`src/rtl/voxel_ram_arbiter.sv`:
```
`default_nettype none
// voxel_ram_arbiter: one single-port voxel RAM shared by NUM_REQ round-robin readers and a
// burst-limited priority writer, with fixed-latency read return. Revision 1.0
module voxel_ram_arbiter #(
  parameter int NUM_REQ      = 4,
  parameter int ADDR_W       = 16,
  parameter int DATA_W       = 5,
  parameter int RAM_LATENCY  = 2,
  parameter int WR_BURST_MAX = 8
) (
  input  logic                      clk_in,
  input  logic                      rst_in,
  input  logic [NUM_REQ-1:0]        rd_valid_in,
  input  logic [NUM_REQ*ADDR_W-1:0] rd_addr_in,
  output logic [NUM_REQ-1:0]        rd_ready_out,
  output logic [NUM_REQ-1:0]        rsp_valid_out,
  output logic [DATA_W-1:0]         rsp_data_out,
  input  logic                      wr_valid_in,
  input  logic [ADDR_W-1:0]         wr_addr_in,
  input  logic [DATA_W-1:0]         wr_data_in,
  output logic                      wr_ready_out,
  output logic                      ram_en_out,
  output logic                      ram_we_out,
  output logic [ADDR_W-1:0]         ram_addr_out,
  output logic [DATA_W-1:0]         ram_wdata_out,
  input  logic [DATA_W-1:0]         ram_rdata_in,
  output logic                      idle_out
);
  localparam int IDX_W    = (NUM_REQ > 1) ? $clog2(NUM_REQ) : 1;
  localparam int STREAK_W = $clog2(WR_BURST_MAX + 1);
  localparam logic [IDX_W-1:0]    LAST_IDX  = IDX_W'(NUM_REQ - 1);
  localparam logic [STREAK_W-1:0] BURST_MAX = STREAK_W'(WR_BURST_MAX);

  logic [IDX_W-1:0]    rr_ptr;
  logic [STREAK_W-1:0] wr_streak;
  logic                any_rd;
  logic                wr_win;
  logic                rd_win;
  logic [IDX_W-1:0]    rd_idx;
  logic [ADDR_W-1:0]   req_addr [NUM_REQ];
  logic                stage_rd;
  logic [IDX_W-1:0]    stage_idx;
  logic [RAM_LATENCY-1:0] pipe_valid;
  logic [IDX_W-1:0]    pipe_idx [RAM_LATENCY];

  for (genvar g = 0; g < NUM_REQ; g++) begin : g_addr
    assign req_addr[g] = rd_addr_in[g*ADDR_W +: ADDR_W];
  end

  // A saturated write streak yields to any pending read.
  assign any_rd = |rd_valid_in;
  assign wr_win = wr_valid_in && !((wr_streak == BURST_MAX) && any_rd);
  assign rd_win = !wr_win && any_rd;

  always_comb begin
    logic             found;
    logic [IDX_W-1:0] cand;
    found  = 1'b0;
    cand   = '0;
    rd_idx = '0;
    for (int k = 1; k <= NUM_REQ; k++) begin
      cand = IDX_W'((int'(rr_ptr) + k) % NUM_REQ);
      if (!found && rd_valid_in[cand]) begin
        found  = 1'b1;
        rd_idx = cand;
      end
    end
  end

  assign rd_ready_out = rd_win ? (NUM_REQ'(1) << rd_idx) : '0;
  assign wr_ready_out = wr_win;

  always_ff @(posedge clk_in or negedge rst_in) begin
    if (!rst_in) begin
      rr_ptr        <= LAST_IDX;
      wr_streak     <= '0;
      ram_en_out    <= 1'b0;
      ram_we_out    <= 1'b0;
      ram_addr_out  <= '0;
      ram_wdata_out <= '0;
      stage_rd      <= 1'b0;
      stage_idx     <= '0;
      pipe_valid    <= '0;
      for (int s = 0; s < RAM_LATENCY; s++) pipe_idx[s] <= '0;
    end else begin
      ram_en_out <= wr_win || rd_win;
      ram_we_out <= wr_win;
      stage_rd   <= rd_win;
      if (wr_win) begin
        wr_streak     <= (wr_streak == BURST_MAX) ? wr_streak : wr_streak + 1'b1;
        ram_addr_out  <= wr_addr_in;
        ram_wdata_out <= wr_data_in;
      end else begin
        wr_streak <= '0;
        if (rd_win) begin
          rr_ptr       <= rd_idx;
          ram_addr_out <= req_addr[rd_idx];
          stage_idx    <= rd_idx;
        end
      end
      // Read tags trail the RAM stage by the RAM's own latency.
      pipe_valid[0] <= stage_rd;
      pipe_idx[0]   <= stage_idx;
      for (int s = 1; s < RAM_LATENCY; s++) begin
        pipe_valid[s] <= pipe_valid[s-1];
        pipe_idx[s]   <= pipe_idx[s-1];
      end
    end
  end

  assign rsp_valid_out = pipe_valid[RAM_LATENCY-1] ? (NUM_REQ'(1) << pipe_idx[RAM_LATENCY-1]) : '0;
  assign rsp_data_out  = ram_rdata_in;
  assign idle_out      = !stage_rd && !(|pipe_valid);
endmodule
`default_nettype wire

```
`config.mk`:
```
export PLATFORM = sky130hd
export DESIGN_NAME = voxel_ram_arbiter
export DESIGN_NICKNAME = d
export VERILOG_FILES = /design/src/rtl/voxel_ram_arbiter.sv
export SDC_FILE = /design/constraint.sdc
export NUM_CORES = 1
export LEC_CHECK = 0
export BUFFER_PORTS_ARGS = -buffer_cell sky130_fd_sc_hd__buf_2
export CELL_PAD_IN_SITES_DETAIL_PLACEMENT = 1
export CELL_PAD_IN_SITES_GLOBAL_PLACEMENT = 2
export CORE_UTILIZATION = 22
export DETAILED_ROUTE_END_ITERATION = 6
export GPL_ROUTABILITY_DRIVEN = 0
export GPL_TIMING_DRIVEN = 0
export PLACE_DENSITY_LB_ADDON = 0.2
export SYNTH_ARGS = -nofsm -noshare
export SYNTH_HDL_FRONTEND = slang
export SYNTH_SLANG_ARGS = --single-unit
```
`constraint.sdc`:
```
create_clock -name clk_in -period 1.81 [get_ports clk_in]
set_clock_uncertainty 0.2 [all_clocks]
set_input_delay 0.0905 -clock clk_in [delete_from_list [all_inputs] [get_ports clk_in]]
set_output_delay 0.0905 -clock clk_in [all_outputs]
set_load 0.05 [all_outputs]
```
==> results of run 1 <==
worst reg2reg max path, stage by stage (launching register included):
cell and delay (ns):
dfstp_2 0.55, nand2b_4 0.12, a21o_1 0.17, buf_6 0.14, buf_4 0.11, buf_6 0.10, buf_6 0.12, buf_8 0.13
a31oi_2 0.09, o211ai_1 0.20, nand3_1 0.11
kinds of logic after synthesis:
kind of cell / share of synthesized area, %
adder cells (fa/ha/maj): 0.9577
XOR/XNOR: 1.006
AND/OR/NAND/NOR: 26.92
flip-flops: 36.49
buffers and inverters: 11.69
AO/OA/AOI/OAI: 22.94
repair_timing:
item                                    CTS  global route
buffers inserted                         14             8
gates cloned                              1             0
pin swaps                                14            11
gates resized for setup                  54            22
hold endpoints to repair                 58             0
hold buffers                             23             0
endpoints found under the setup margin   30            24
synthesized netlist by cell type (3+ instances only):
library cell,number,share of area (%)
dfrtp_1,36,34
inv_1,36,5.2
a31oi_1,32,7.7
and4_1,32,11
o211ai_1,32,9.2
clkbuf_1,22,3.2
nand2_1,18,2.6
nand3_1,18,3.4
or3_1,16,3.8
nor2_1,11,1.6
o21ai_0,11,2.1
buf_2,7,1.3
o21ai_1,7,1.3
buf_4,5,1.4
nor3_1,5,0.96
a21o_1,3,0.86
a21oi_1,3,0.57
flip-flops by register name (all words and copies together) (netlist names):
register and count:
stage_rd 1, pipe_valid 2, ram_en_out 1, ram_addr_out 16
stage_idx 2, ram_we_out 1, ram_wdata_out 5, wr_streak 4
rr_ptr 2, pipe_idx 4
final cells by class:
cell class	count	area share, %
timing repair buffer	174	24.99
multi-input combinational	211	34.83
buffer	35	6.961
tap	143	4.046
clock buffer	5	2.830
sequential	38	21.56
inverter	37	3.226
clock inverter	3	1.556
layer usage:
metal / vias to the layer above / share of wire, % / routed length (um) / track usage (%)
met5: - / 0 / 0 / 0
met4: 0 / 1.2 / 128 / 4.292
met3: 10 / 3.9 / 425 / 2.734
met2: 94 / 51 / 5580 / 32.45
met1: 1531 / 44 / 4807 / 21.85
li1: 1537 / - / - / -
cells in the final DEF, fill, tap and decap left out, types with 3 or more instances in the layout:
cell type and n:
a21o_1 3, a21oi_1 3, a31oi_1 24, a31oi_2 5, a31oi_4 3, and4_1 32
buf_2 125, buf_4 26, buf_6 9, buf_8 6, clkbuf_1 10, clkbuf_16 8
clkbuf_2 3, dfrtp_1 36, dlygate4sd3_1 23, inv_1 33, nand2_1 18, nand3_1 17
nor2_1 10, o211ai_1 32, o21ai_0 7, o21ai_1 10, or3_1 16
per-stage QoR:
step           cell area, um2  power (mW)  TNS [ns]
4_1_cts                  4292       3.859    -4.517
5_1_grt                  4422       4.077    -7.254
2_1_floorplan            2726       2.009   -0.8052
3_5_place_dp             3546       2.438    -11.57
3_3_place_gp             3546       2.417    -11.28
6_report                 4422       3.895    -5.397
power breakdown:
group | switching (mW) | leakage, nW | internal, mW
Combinational | 0.998 | 1.56 | 0.673
Clock | 0.374 | 0.0940 | 0.793
Sequential | 0.0764 | 0.447 | 0.981
Total | 1.45 | 2.10 | 2.45
worst max-delay path by stage:
stage | start | end | slack [ns]
after floorplan | rr_ptr[0]$_DFFE_PN1P_ | rd_ready_out[0] | -0.09
after global placement | wr_valid_in | rd_ready_out[3] | -0.57
after detailed placement | wr_valid_in | rd_ready_out[3] | -0.56
after CTS | rr_ptr[0]$_DFFE_PN1P_ | rd_ready_out[2] | -0.38
after global routing | rr_ptr[0]$_DFFE_PN1P_ | ram_addr_out[7]$_DFFE_PN0P_ | -0.44
final | rr_ptr[0]$_DFFE_PN1P_ | rd_ready_out[2] | -0.37
==> results by group, run 1 <==
Run status
  • Outcome: finished with violations
  • Failing checks: design-rule violations, negative setup slack

Finish
  • Final #Nets: 601
  • FILL cells: 1385
  • Area Overhead vs Synth: 69.25%
  • Area taken by multi-input logic gates: 1540 um2
  • Layout cells sized above 1: 42.94%
  • N_diodes: 0
  • Final core utilization: 38.40%
  • Non-Filler Instances: 646
  • FF+latch area: 953.4 um2

Power and ir drop
  • PD cells: 880.8 nW/um2
  • P_leak: 2.102 nW
  • IR drop worst, VDD: 0.5504 mV

Timing
  • Hold Vio Cnt, Final: 0
  • Final setup fails: 20
  • Fin. max-slew vios: 0
  • Post-route setup slack: -0.3669 ns
  • Crit share post-route: 120.3%
  • Hold slack: 0.005294 ns
  • RSZ-0062 raised after global routing: yes
  • Actual slew at the worst max-slew pin: 0.9234 ns
  • Tmin final: 2.177 ns
  • Relative slew margins: 38.44%
  • Max Freq: 0.4594 GHz

Route
  • DR iter-0 viols: 100
  • Via count: 3172
  • Antenna Nets Post-Route: 0
  • Wire per inst: 16.94 um
  • DRC: 15
  • Vias per cell: 4.910
  • Iteration count of the initial detailed-routing pass: 7
  • Final WL: 10.94 mm

Hold path
  • Worst Hold Launch: rd_addr_in[32]
  • Hold Path End: ram_addr_out[0]$_DFFE_PN0P_
  • Hold crit path type: primary input to flop
  • Hold path depth: 4

Floorplanning
  • IO Pins: 135
  • Die height: 111.0 um
  • DIE WIDTH: 111.0 um
  • Initial core utilization: 22.69%
  • Rows: 39
  • Core region area: 11520 um2
  • Die Area: 12310 um2

Critical path
  • Critical R2R Launch: rr_ptr[0]$_DFFE_PN1P_
  • Cell type group with the largest total delay on the critical path: flip-flops
  • Critical Path Stages: 7
  • Nature of the critical path endpoint: output pin
  • Worst-path fanout max: 4
  • Critical path class: flop to output pin
  • Arr. time, crit path: 1.89 ns
  • Crit path cell chain: nand2b_4 > a21o_1 > buf_6 > clkbuf_16 > and3_4 > and2_4 > buf_8
  • Worst R2R Setup Slack: -0.35 ns
  • Reg-to-Reg End: ram_addr_out[7]$_DFFE_PN0P_
  • Reg2Reg Depth: 10
  • CP required: 1.52 ns
  • CP max stage delay: 0.55 ns
  • CP max stage cell: dfstp_2
  • WP buf/inv: 3
  • Critical path launch point type: flop

Global routing
  • First-pass GRT wire length: 17.15 mm
  • Gr ovfl total: 0
  • Number of global-route vias before repair: 3293
  • Tot GR Track Use: 17.83%
  • Largest net degree at the start of global routing: 39
  • Initial antenna violation count: 0

Synth
  • Unique masters post-synth: 35
  • Yosys reg bits: 38
  • Top_reg_cell synth: dfrtp_1
  • Seq/Total Area, Yosys: 36.49%
  • Number of synthesized flops with an enable pin: 0
  • Share of flip-flops with an asynchronous set or reset: 100.0%
  • Synthesized netlist cell count: 321
  • Syn Std Cell Area: 2613 um2
  • Number of synthesis warnings: 0
  • Syn nets: 420
  • Mean Syn Cell Area: 8.139 um2

Clock tree
  • Clk sinks: 38
  • CTS tree: built
  • Worst-path clk slew: 0.06 ns
  • Later-pin clock latency in the skew report: 0.28 ns
  • Clock Path Buffers: 2
  • Num CTS Buffers: 5
  • H-tree depth: 2
  • CTS root buffer: clkbuf_16

Placed design
  • DP Wirelength: 8.012 mm
  • Placed insts: 592
  • I/O Buffers: 128
  • Post-Place Setup Slack: -0.5584 ns

Run
  • Max Cap Violations: 0
Note: power is estimated with default switching activity, not from simulation.
==> run 2: changes to the inputs <==
CORE_ASPECT_RATIO = 0.7   (was not set)
==> run 2 against run 1 <==
The flow finishes with violations (negative setup slack). Final cell count increased by 3.1%. Fmax increased by 0.36%. Sequential power about the same. Global-route usage increased by 1.8 points. Worst hold slack improved by 0.0035 ns. Via count increased by 2.5%. Critical path type unchanged. Critical endpoint unchanged. Highest routed layer unchanged.
==> results by group, run 2 (same netlist as run 1, synthesis figures left out) <==
Run
  • Max Cap Violations: 0

Timing
  • RSZ-0062 raised after global routing: yes
  • Hold slack: 0.008842 ns
  • Tmin final: 2.169 ns
  • Final setup fails: 23
  • Hold Vio Cnt, Final: 0
  • Crit share post-route: 119.8%
  • Post-route setup slack: -0.3591 ns
  • Actual slew at the worst max-slew pin: 0.9473 ns
  • Relative slew margins: 36.85%
  • Fin. max-slew vios: 0
  • Max Freq: 0.4610 GHz

Finish
  • Final Cell Area: 4621 um2
  • Final core utilization: 40.92%
  • Area Overhead vs Synth: 76.87%
  • Top Registers: ram_addr_out x16, ram_wdata_out x5
  • FILL cells: 1363
  • N_diodes: 0
  • Layout cells sized above 1: 45.22%
  • Most frequent cells in the layout: 126 x buf_2, 36 x dfrtp_1, 33 x inv_1
  • Final #Nets: 611
  • Most common cell after layout, fill and taps aside: buf_2
  • Max reg flops: 16
  • Most flop-heavy register: ram_addr_out

Power and ir drop
  • PD cells: 880.6 nW/um2
  • P_leak: 2.202 nW
  • Pwr Total: 4.069 mW
  • IR drop worst, VDD: 0.4222 mV

Floorplanning
  • Die Area: 12320 um2
  • Rows: 32
  • Die height: 93.18 um
  • Core region area: 11290 um2
  • IO Pins: 135
  • DIE WIDTH: 132.2 um
  • Initial core utilization: 23.14%

Hold path
  • Hold crit path type: primary input to flop

Route
  • Iteration count of the initial detailed-routing pass: 4
  • DR iter-0 viols: 104
  • Via count: 3252
  • Wire per inst: 18.10 um
  • Final WL: 12.05 mm
  • DRC: 0
  • Vias per cell: 4.883
  • Antenna Nets Post-Route: 0

Placed design
  • DP Wirelength: 8.534 mm
  • Area after DPL: 3558 um2
  • I/O Buffers: 128

Global routing
  • First-pass GRT wire length: 18.58 mm
  • Gr ovfl total: 0
  • Initial antenna violation count: 0
  • Tot GR Track Use: 19.67%
  • Largest net degree at the start of global routing: 39
  • Number of global-route vias before repair: 3423

Run status
  • Failing checks: negative setup slack
  • Outcome: finished with violations

Clock tree
  • Clock Path Buffers: 2
  • Later-pin clock latency in the skew report: 0.28 ns
  • Worst-path clk slew: 0.06 ns
  • CTS tree: built
  • Num CTS Buffers: 5
  • CTS root buffer: clkbuf_16
  • H-tree depth: 2
  • Clk sinks: 38

Critical path
  • CP max stage delay: 0.55 ns
  • Critical path class: flop to output pin
  • Nature of the critical path endpoint: output pin
  • CP required: 1.52 ns
  • Worst-path fanout max: 4
  • CP max stage cell: dfstp_2
  • Arr. time, crit path: 1.88 ns
  • Critical path launch point type: flop
  • Crit path cell chain: nand2b_4 > a21o_1 > buf_6 > clkbuf_16 > and3_4 > and2_4 > buf_8
run 2: changes by cell type in the layout (fill, tap and decap cells not counted), sizes merged:
cell	before	now
clkbuf	25	27
buf	166	175
clkinv	2	1
run 2: worst paths after layout:
check	cells after the start	start	endpoint	slack [ns]
setup / recovery	7	rr_ptr[0]$_DFFE_PN1P_	rd_ready_out[2]	-0.36
hold / removal	4	rd_addr_in[36]	ram_addr_out[4]$_DFFE_PN0P_	0.009
setup reg to reg	9	rr_ptr[0]$_DFFE_PN1P_	ram_addr_out[14]$_DFFE_PN0P_	-0.22
hold reg to reg	0	pipe_idx[2]$_DFF_PN0_	pipe_idx[0]$_DFF_PN0_	0.15
max in group asynchronous	2	rst_in	wr_streak[0]$_DFFE_PN0P_	0.51
min in group asynchronous	2	rst_in	ram_addr_out[3]$_DFFE_PN0P_	0.29
run 2: repair_timing:
action	CTS	global route
endpoints found under the setup margin	30	28
endpoints found under the hold margin	58	0
hold buffers	23	0
gates resized for setup	82	19
gates cloned	1	2
pin swaps	19	26
buffers inserted	20	14
run 2: per-layer routing:
metal | global-route usage (%) | part of all wire (%) | vias up
met5 | 0 | 0 | -
met4 | 3.065 | 0.77 | 0
met3 | 3.631 | 6.8 | 6
met2 | 31.53 | 44 | 117
met1 | 27.90 | 48 | 1571
li1 | - | - | 1558
run 2: power breakdown:
part	switching [mW]	internal, mW	leakage (nW)
sequential	0.0845	0.981	0.447
combinational	1.05	0.761	1.66
clock	0.367	0.828	0.0971
run 2: layout make-up:
class                      count  area (um2)  area share (%)
clock inverter                 2       60.06           1.300
clock buffer                   6       138.9           3.006
multi-input combinational    211        1559           33.74
buffer                        34       359.1           7.771
timing repair buffer         185        1211           26.21
tap                          153       191.4           4.143
inverter                      37       147.6           3.195
sequential                    38       953.4           20.63
run 2: critical path: cells and delay by family, from the launching register on:
family	cells	cell delay, ns
flops	1	0.55
simple gates	3	0.50
buf+inv	3	0.39
compound gates	1	0.14
run 2: through the flow:
step	setup slack (ns)	TNS [ns]	instances
after floorplan	-0.09303	-0.8052	321
after global placement	-0.5293	-10.09	602
after detailed placement	-0.5378	-10.77	602
after global routing	-0.4197	-5.855	666
final	-0.3591	-3.695	666
after CTS	-0.3322	-3.445	654
